[src/rtl/sram_mem_ctrl_if.sv]
// MEM-stage request/response bundle plus the 16-bit SRAM pins.
// The slave modport is the controller; the master modport is the pipeline and SRAM side.
interface sram_mem_ctrl_if;
  logic        mem_read_en;
  logic        mem_write_en;
  logic [31:0] addr;
  logic [31:0] st_val;
  logic [31:0] rd_data;
  logic        ready;
  logic [17:0] sram_addr;
  logic [15:0] sram_dq_out;
  logic [15:0] sram_dq_in;
  logic        sram_dq_oe;
  logic        sram_we_n;

  modport slave (
    input  mem_read_en, mem_write_en, addr, st_val, sram_dq_in,
    output rd_data, ready, sram_addr, sram_dq_out, sram_dq_oe, sram_we_n
  );

  modport master (
    output mem_read_en, mem_write_en, addr, st_val, sram_dq_in,
    input  rd_data, ready, sram_addr, sram_dq_out, sram_dq_oe, sram_we_n
  );
endinterface

[src/rtl/sram_mem_ctrl.sv]
// Splits a 32-bit MEM-stage access into two multi-cycle 16-bit SRAM transactions
// (low half, then high half) and stalls the pipeline through ready.
module sram_mem_ctrl #(
  parameter int unsigned WAIT_CYCLES = 2,
  parameter logic [31:0] ADDR_BASE   = 32'd1024
) (
  input  logic           clk,
  input  logic           rst,
  sram_mem_ctrl_if.slave bus
);

  typedef enum logic [1:0] {IDLE, LOW, HIGH, DONE} state_t;

  localparam logic [3:0] CNT_LAST = 4'(WAIT_CYCLES - 1);

  state_t      state_q;
  logic [3:0]  cnt_q;
  logic [16:0] word_q;
  logic [31:0] st_q;
  logic        wr_q;
  logic [31:0] rd_q;
  logic [17:0] sram_addr_q;
  logic [15:0] dq_out_q;
  logic        dq_oe_q;
  logic        we_n_q;

  logic        req_d;
  logic [31:0] offset_d;
  logic [16:0] word_d;
  logic        last_d;

  assign req_d    = bus.mem_read_en | bus.mem_write_en;
  assign offset_d = bus.addr - ADDR_BASE;
  // Word index wraps modulo 2^17; addresses below the base simply alias.
  assign word_d   = offset_d[18:2];
  assign last_d   = (cnt_q == CNT_LAST);

  always_ff @(posedge clk or posedge rst) begin
    if (rst) begin
      state_q     <= IDLE;
      cnt_q       <= '0;
      word_q      <= '0;
      st_q        <= '0;
      wr_q        <= 1'b0;
      rd_q        <= '0;
      sram_addr_q <= '0;
      dq_out_q    <= '0;
      dq_oe_q     <= 1'b0;
      we_n_q      <= 1'b1;
    end else begin
      case (state_q)
        IDLE: begin
          if (req_d) begin
            word_q      <= word_d;
            st_q        <= bus.st_val;
            wr_q        <= bus.mem_write_en;
            cnt_q       <= '0;
            state_q     <= LOW;
            // Bus outputs are registered, so the low-half phase is set up here.
            sram_addr_q <= {word_d, 1'b0};
            dq_out_q    <= bus.st_val[15:0];
            dq_oe_q     <= bus.mem_write_en;
            we_n_q      <= ~bus.mem_write_en;
          end
        end
        LOW: begin
          if (last_d) begin
            cnt_q       <= '0;
            state_q     <= HIGH;
            sram_addr_q <= {word_q, 1'b1};
            dq_out_q    <= st_q[31:16];
            if (!wr_q) rd_q[15:0] <= bus.sram_dq_in;
          end else begin
            cnt_q <= cnt_q + 4'd1;
          end
        end
        HIGH: begin
          if (last_d) begin
            cnt_q   <= '0;
            state_q <= DONE;
            dq_oe_q <= 1'b0;
            we_n_q  <= 1'b1;
            if (!wr_q) rd_q[31:16] <= bus.sram_dq_in;
          end else begin
            cnt_q <= cnt_q + 4'd1;
          end
        end
        default: state_q <= IDLE;
      endcase
    end
  end

  assign bus.ready       = ((state_q == IDLE) && !req_d) || (state_q == DONE);
  assign bus.rd_data     = rd_q;
  assign bus.sram_addr   = sram_addr_q;
  assign bus.sram_dq_out = dq_out_q;
  assign bus.sram_dq_oe  = dq_oe_q;
  assign bus.sram_we_n   = we_n_q;

endmodule

[src/flat_wrapper.sv]
// flat-port wrapper written by rule: the top's interface ports become plain ports
module sram_mem_ctrl_flat 
#(
  parameter int unsigned WAIT_CYCLES = 2,
  parameter logic [31:0] ADDR_BASE   = 32'd1024
)
  (clk, rst, bus_mem_read_en, bus_mem_write_en, bus_addr, bus_st_val, bus_sram_dq_in, bus_rd_data, bus_ready, bus_sram_addr, bus_sram_dq_out, bus_sram_dq_oe, bus_sram_we_n);
  sram_mem_ctrl_if bus_i ();
  input  logic clk;
  input  logic rst;
  input wire logic [$bits(bus_i.mem_read_en)-1:0] bus_mem_read_en;
  input wire logic [$bits(bus_i.mem_write_en)-1:0] bus_mem_write_en;
  input wire logic [$bits(bus_i.addr)-1:0] bus_addr;
  input wire logic [$bits(bus_i.st_val)-1:0] bus_st_val;
  input wire logic [$bits(bus_i.sram_dq_in)-1:0] bus_sram_dq_in;
  output wire logic [$bits(bus_i.rd_data)-1:0] bus_rd_data;
  output wire logic [$bits(bus_i.ready)-1:0] bus_ready;
  output wire logic [$bits(bus_i.sram_addr)-1:0] bus_sram_addr;
  output wire logic [$bits(bus_i.sram_dq_out)-1:0] bus_sram_dq_out;
  output wire logic [$bits(bus_i.sram_dq_oe)-1:0] bus_sram_dq_oe;
  output wire logic [$bits(bus_i.sram_we_n)-1:0] bus_sram_we_n;
  assign bus_i.mem_read_en = bus_mem_read_en;
  assign bus_i.mem_write_en = bus_mem_write_en;
  assign bus_i.addr = bus_addr;
  assign bus_i.st_val = bus_st_val;
  assign bus_i.sram_dq_in = bus_sram_dq_in;
  assign bus_rd_data = bus_i.rd_data;
  assign bus_ready = bus_i.ready;
  assign bus_sram_addr = bus_i.sram_addr;
  assign bus_sram_dq_out = bus_i.sram_dq_out;
  assign bus_sram_dq_oe = bus_i.sram_dq_oe;
  assign bus_sram_we_n = bus_i.sram_we_n;
  sram_mem_ctrl #(.WAIT_CYCLES(WAIT_CYCLES), .ADDR_BASE(ADDR_BASE)) u_core (.clk(clk), .rst(rst), .bus(bus_i));
endmodule
[config.mk]
export PLATFORM = sky130hd
export DESIGN_NAME = sram_mem_ctrl_flat
export DESIGN_NICKNAME = d
export VERILOG_FILES = /design/src/rtl/sram_mem_ctrl_if.sv /design/src/rtl/sram_mem_ctrl.sv /design/src/flat_wrapper.sv
export SDC_FILE = /design/constraint.sdc
export NUM_CORES = 1
export LEC_CHECK = 0
export CAP_MARGIN = 20
export CORE_AREA = 2 2 87 130
export DETAILED_ROUTE_END_ITERATION = 10
export DIE_AREA = 0 0 89 132
export PLACE_DENSITY = 0.77
export SLEW_MARGIN = 25
export SYNTH_ARGS = -nofsm -noshare
export SYNTH_HDL_FRONTEND = slang
export SYNTH_SLANG_ARGS = --single-unit
[constraint.sdc]
create_clock -name clk -period 4.85 [get_ports clk]
set_input_delay 0.97 -clock clk [delete_from_list [all_inputs] [get_ports clk]]
set_output_delay 0.97 -clock clk [all_outputs]
set_load 0.005 [all_outputs]
# --- After elaboration in Yosys (flattened, before gate mapping) ---
# Cells that the tools add are included.
word_totals:
  reg_bits: 124
  output_inout_bits: 69
  elab_cells: 57
op_classes:
  add_sub_neg: 2
  n_eq_ne: 7
  muxes: 19
  n_bitwise: 3
  n_reduce_logical: 15
op_table:
  columns: ["op", "count"]
  rows:
  - ["two-way mux 18 bit", 2]
  - ["case mux 18 bit (2 select lines)", 1]
  - ["two-way mux 16 bit", 2]
  - ["case mux 16 bit (2 select lines)", 1]
  - ["subtractor 19 x 11 -> 19 bit, second input constant", 1]
  - ["AND reduction 3 bit", 5]
  - ["two-way mux 4 bit", 2]
  - ["case mux 4 bit (2 select lines)", 1]
  - ["two-way mux 2 bit", 3]
  - ["inequality test 2 x 1 -> 1 bit, second input constant", 3]
  - ["case mux 2 bit (3 select lines)", 1]
  - ["nonzero test 2 bit", 3]
  - ["adder 4 x 1 -> 4 bit, second input constant", 1]
  - ["equality test 2 bit, second input constant", 2]
  - ["equality test 4 x 1 -> 1 bit, second input constant", 1]
  - ["two-way mux 1 bit", 4]
  - ["case mux 1 bit (2 select lines)", 2]
  - ["AND reduction 2 bit", 2]
  - ["equality test 2 x 1 -> 1 bit, second input constant", 1]
  - ["zero test 2 bit", 1]
  - ["inverter 1 bit", 2]
  - ["OR reduction 2 bit", 1]
  - ["logical AND 1 bit", 1]
  - ["zero test 1 bit", 1]
  - ["other kinds (2)", 2]

# --- Depth between registers and ports, before layout ---
depth:
  word_depth: 4
  ltp_mapped: 8
  depth_no_buf: 7

# --- Least setup slack after synthesis ---
# Ideal clock, no wire load.
synth_path:
  kind: "input-to-output"
  startpoint: "input port bus_mem_write_en"
  endpoint: "output port bus_ready"
  arrival_ns: 1.675
  t_required_ns: 3.880
  setup_slack_ns: 2.205
  path_stages: 3
  path_buffers: 0
  cell_sequence: "nor3b_1 > nor2_1 > inv_1"
synth_between:
  elab_chain_len: 4
synth_rtl:
  columns: ["item", "line_no", "rtl"]
  rows:
  - ["start: declaration", "flat_wrapper.sv:12", "input wire logic [$bits(bus_i.mem_write_en)-1:0] bus_mem_write_en;"]
  - ["OR 1 bit", "sram_mem_ctrl.sv:32", "assign req_d = bus.mem_read_en | bus.mem_write_en;"]
  - ["zero test 1 bit", "sram_mem_ctrl.sv:93", "assign bus.ready = ((state_q == IDLE) && !req_d) || (state_q == DONE);"]
  - ["logical AND 1 bit", "sram_mem_ctrl.sv:93", null]
  - ["logical OR 1 bit", "sram_mem_ctrl.sv:93", null]
  - ["end: declaration", "flat_wrapper.sv:17", "output wire logic [$bits(bus_i.ready)-1:0] bus_ready;"]
# Every way passes these cells.

# --- Worst setup path after layout ---
# Same ends and word-level chain as after synthesis.

==> results_dict.tcl <==
set metrics [dict create \
    status "completed" \
    die_area_mm2 0.0117 \
    synthAdderAreaFrac_pct 1.84 \
    post-route-period-util_pct 74.6 \
    cts_buffer_depth 2 \
    fin_area_mm2 0.00654 \
    grtUsageTotal_pct 17.8 \
    drt_wl_total_um 10000 \
    final.setup.tns_ns 0 \
    first_iter_violations 177 \
    gp_congestion 0.769 \
    cpLargestDelayFamily "buffers and inverters" \
    ir_worst_vdd_mv 0.343 \
    clock_sinks 108 \
    path_common_cell "clkdlybuf4s50_1" \
    grt_pass1_vias 3476 \
    critPathLaunch "bus_mem_write_en" \
    synth_edf_count 0 \
    port_buffers 137 \
    fin_nets 603 \
    insertion_delay_ns 0.34 \
    max_freq_mhz 276 \
    cpMaxStageDelayCell "clkdlybuf4s50_1" \
    async_flop_share_pct 100 \
    synth_seq_cells 108 \
    worstMarginPinSlew_ns 0.774 \
    ant_nets 0 \
    setup_violations 0 \
    crit_type "input port to primary output" \
    cts_tree "built" \
    routedWlPerCell_um 15.2 \
    core_region_area_mm2 0.0106 \
    ys_seq_area_share_pct 56.8 \
    drc_errors 0 \
    row_count 46 \
    power.density_mw_per_mm2 653 \
    place_area_mm2 0.00624 \
    finalClockSkew_ns 0.00770 \
    area_delta_synth_final_pct 37.3 \
    drive_above_1_share_pct 19.0 \
    hold_buffers 0 \
    via_per_inst 5.00 \
    final_core_util_pct 61.8 \
    synth-simple-area-share_pct 8.20 \
    drv_cap 0 \
    synthCells 377 \
    hold_start "u_core.bus.sram_addr[9]" \
    regToRegStartpoint "u_core.state_q[1]" \
    cp.arrival_ns 2.65 \
    die_w_um 89 \
    hold_slack_ns 0.483 \
    dp_hpwl_um 7220 \
    yosysUniqueCellTypes 38 \
    dr.pass1.iters 4 \
    grt_start_max_net_pins 61 \
    cts_root_buffer "clkbuf_16" \
    synthMuxAreaShare_pct 20.2 \
    critPathRequiredTime_ns 3.88 \
    synth_xor_area_share_pct 1.29 \
    synth-compound-area-share_pct 8.09 \
    io_pins 153 \
    vias 3305 \
    slew_headroom_pct 48.2 \
    cp_max_fo 6 \
    n_antenna_cell 0 \
    path_buf_inv 4 \
    slew_viol_final 0 \
    grt_overflow 0 \
    grt_pass1_wl_um 16600 \
    cp-end-kind "primary output" \
    start_util_pct 45.0 \
    cts_buffers 9 \
    postCtsSetupRepairBufs 0 \
    synth.cell_area_mm2 0.00476 \
    yosys_warnings 0 \
    die_h_um 132 \
    avgSynthCellArea_um2 12.6 \
    cts_max_level 3 \
    min_period_ns 3.62 \
    cpPeakStageDelay_ns 0.62 \
    synthFlopType "dfrtp_1" \
    finalHoldViolCount 0 \
    syn_nets 468 \
    total_leakage_power_nw 2.79 \
    hold_path_class "flop to flop" \
    ctsResizeCount 0 \
    crit_chain "clkdlybuf4s50_1 > nor3b_1 > buf_4 > nor2_1 > inv_1 > clkdlybuf4s50_1" \
    clk_pin_slew_worst_paths_ns 0.07 \
    antenna_found_initial 0 \
    start_kind "input port" \
    synth_top_family_by_area "multiplexers" \
    rsz0062_at_grt "false" \
]
## placed cells by master, fill, tap and decap left out, types with 2 or more instances in the layout
cell and instances:
o211ai_1 4, o21ai_0 12, o21ai_1 20, xnor2_1 6
o21ai_2 8, clkbuf_16 9, o2bb2ai_1 3, nand2_1 49
mux2_4 10, dfrtp_1 107, nand3_1 5, ha_1 6
mux2i_1 26, clkinvlp_4 3, buf_4 5, nor4_1 2
nor2_1 11, nand2_4 2, clkdlybuf4s50_1 137, inv_1 7
a21oi_1 7, o31ai_1 2, nand2b_1 3, nor3b_1 3
mux2_2 49
## state kept, by name, indices dropped and copies added, names as in the netlist
name / cells
u_core.bus.rd_data: 32
u_core.bus.sram_addr: 18
u_core.bus.sram_dq_oe: 1
u_core.bus.sram_dq_out: 16
u_core.bus.sram_we_n: 1
u_core.cnt_q: 4
u_core.st_q: 16
u_core.state_q: 2
u_core.word_q: 17
u_core.wr_q: 1
## power by group
group          switching [W]  total (W)  internal (W)
clock               0.000332   0.000735      0.000402
sequential          0.000240    0.00160       0.00136
combinational       0.000824    0.00194       0.00111
## routing by layer
layer | up-vias | routed length [um] | track usage [%]
met5 | - | 0 | 0
met4 | 0 | 96 | 4.73
met3 | 8 | 791 | 5.95
met2 | 119 | 5050 | 30.7
met1 | 1605 | 4080 | 20.8
li1 | 1573 | - | -
## cells by family (layout without fill, tap and decap cells)
family,Yosys count,after routing
flops,108,108
compound gates,61,61
fa+ha+maj,7,7
mux,85,85
buf+inv,27,167
simple gates,82,82
xor+xnor,7,7
## cells in the mapped netlist, drive strengths merged, types with 3 or more instances
master / instances / area [um2]
a21oi: 7 / 35.0
nor2: 12 / 61.3
o211ai: 4 / 30.0
nand2b: 3 / 18.8
xnor2: 6 / 52.6
o2bb2ai: 3 / 26.3
clkbuf: 4 / 15.0
mux2: 59 / 702
buf: 15 / 128
ha: 7 / 87.6
nor3b: 3 / 22.5
mux2i: 26 / 260
inv: 8 / 30.0
nand2: 51 / 206
dfrtp: 107 / 2680
nand3: 5 / 25.0
o21ai: 41 / 235
## worst reg2reg max path, delay by kind of cell (launching register included)
family                   cells  cell delay [ns]
adder cells (fa/ha/maj)      1             0.41
AO/OA/AOI/OAI                2             0.63
buffers and inverters        2             0.59
flip-flops                   1             0.42
AND/OR/NAND/NOR              2             0.36
## worst paths after layout
path                                                  to  slack, ns  cells after the start
worst min-delay path             u_core.bus.sram_addr[9]       0.48                      2
worst max-delay path                           bus_ready       1.23                      6
worst max register to register  u_core.bus.sram_addr[17]       2.31                      7
max in group asynchronous           u_core.bus.sram_we_n       2.88                      3
min in group asynchronous         u_core.bus.rd_data[13]       1.12                      2
worst min register to register   u_core.bus.sram_addr[9]       0.48                      2
## metrics by stage
step           std cells  power, W  setup WS [ns]
5_1_grt              661   0.00459           1.13
3_5_place_dp         645   0.00359           1.27
6_report             661   0.00427           1.23
3_3_place_gp         644   0.00349           1.27
2_1_floorplan        377   0.00276           1.04
4_1_cts              661   0.00433           1.26
## cell type report
class / instances / area (um2)
fill: 860 / 4050
sequential: 108 / 2700
timing repair buffer: 143 / 1420
multi-input combinational: 242 / 1900
clock buffer: 9 / 225
inverter: 8 / 32.5
tap: 144 / 180
clock inverter: 7 / 75.1
No activity file was read; power rests on OpenSTA's default activity.
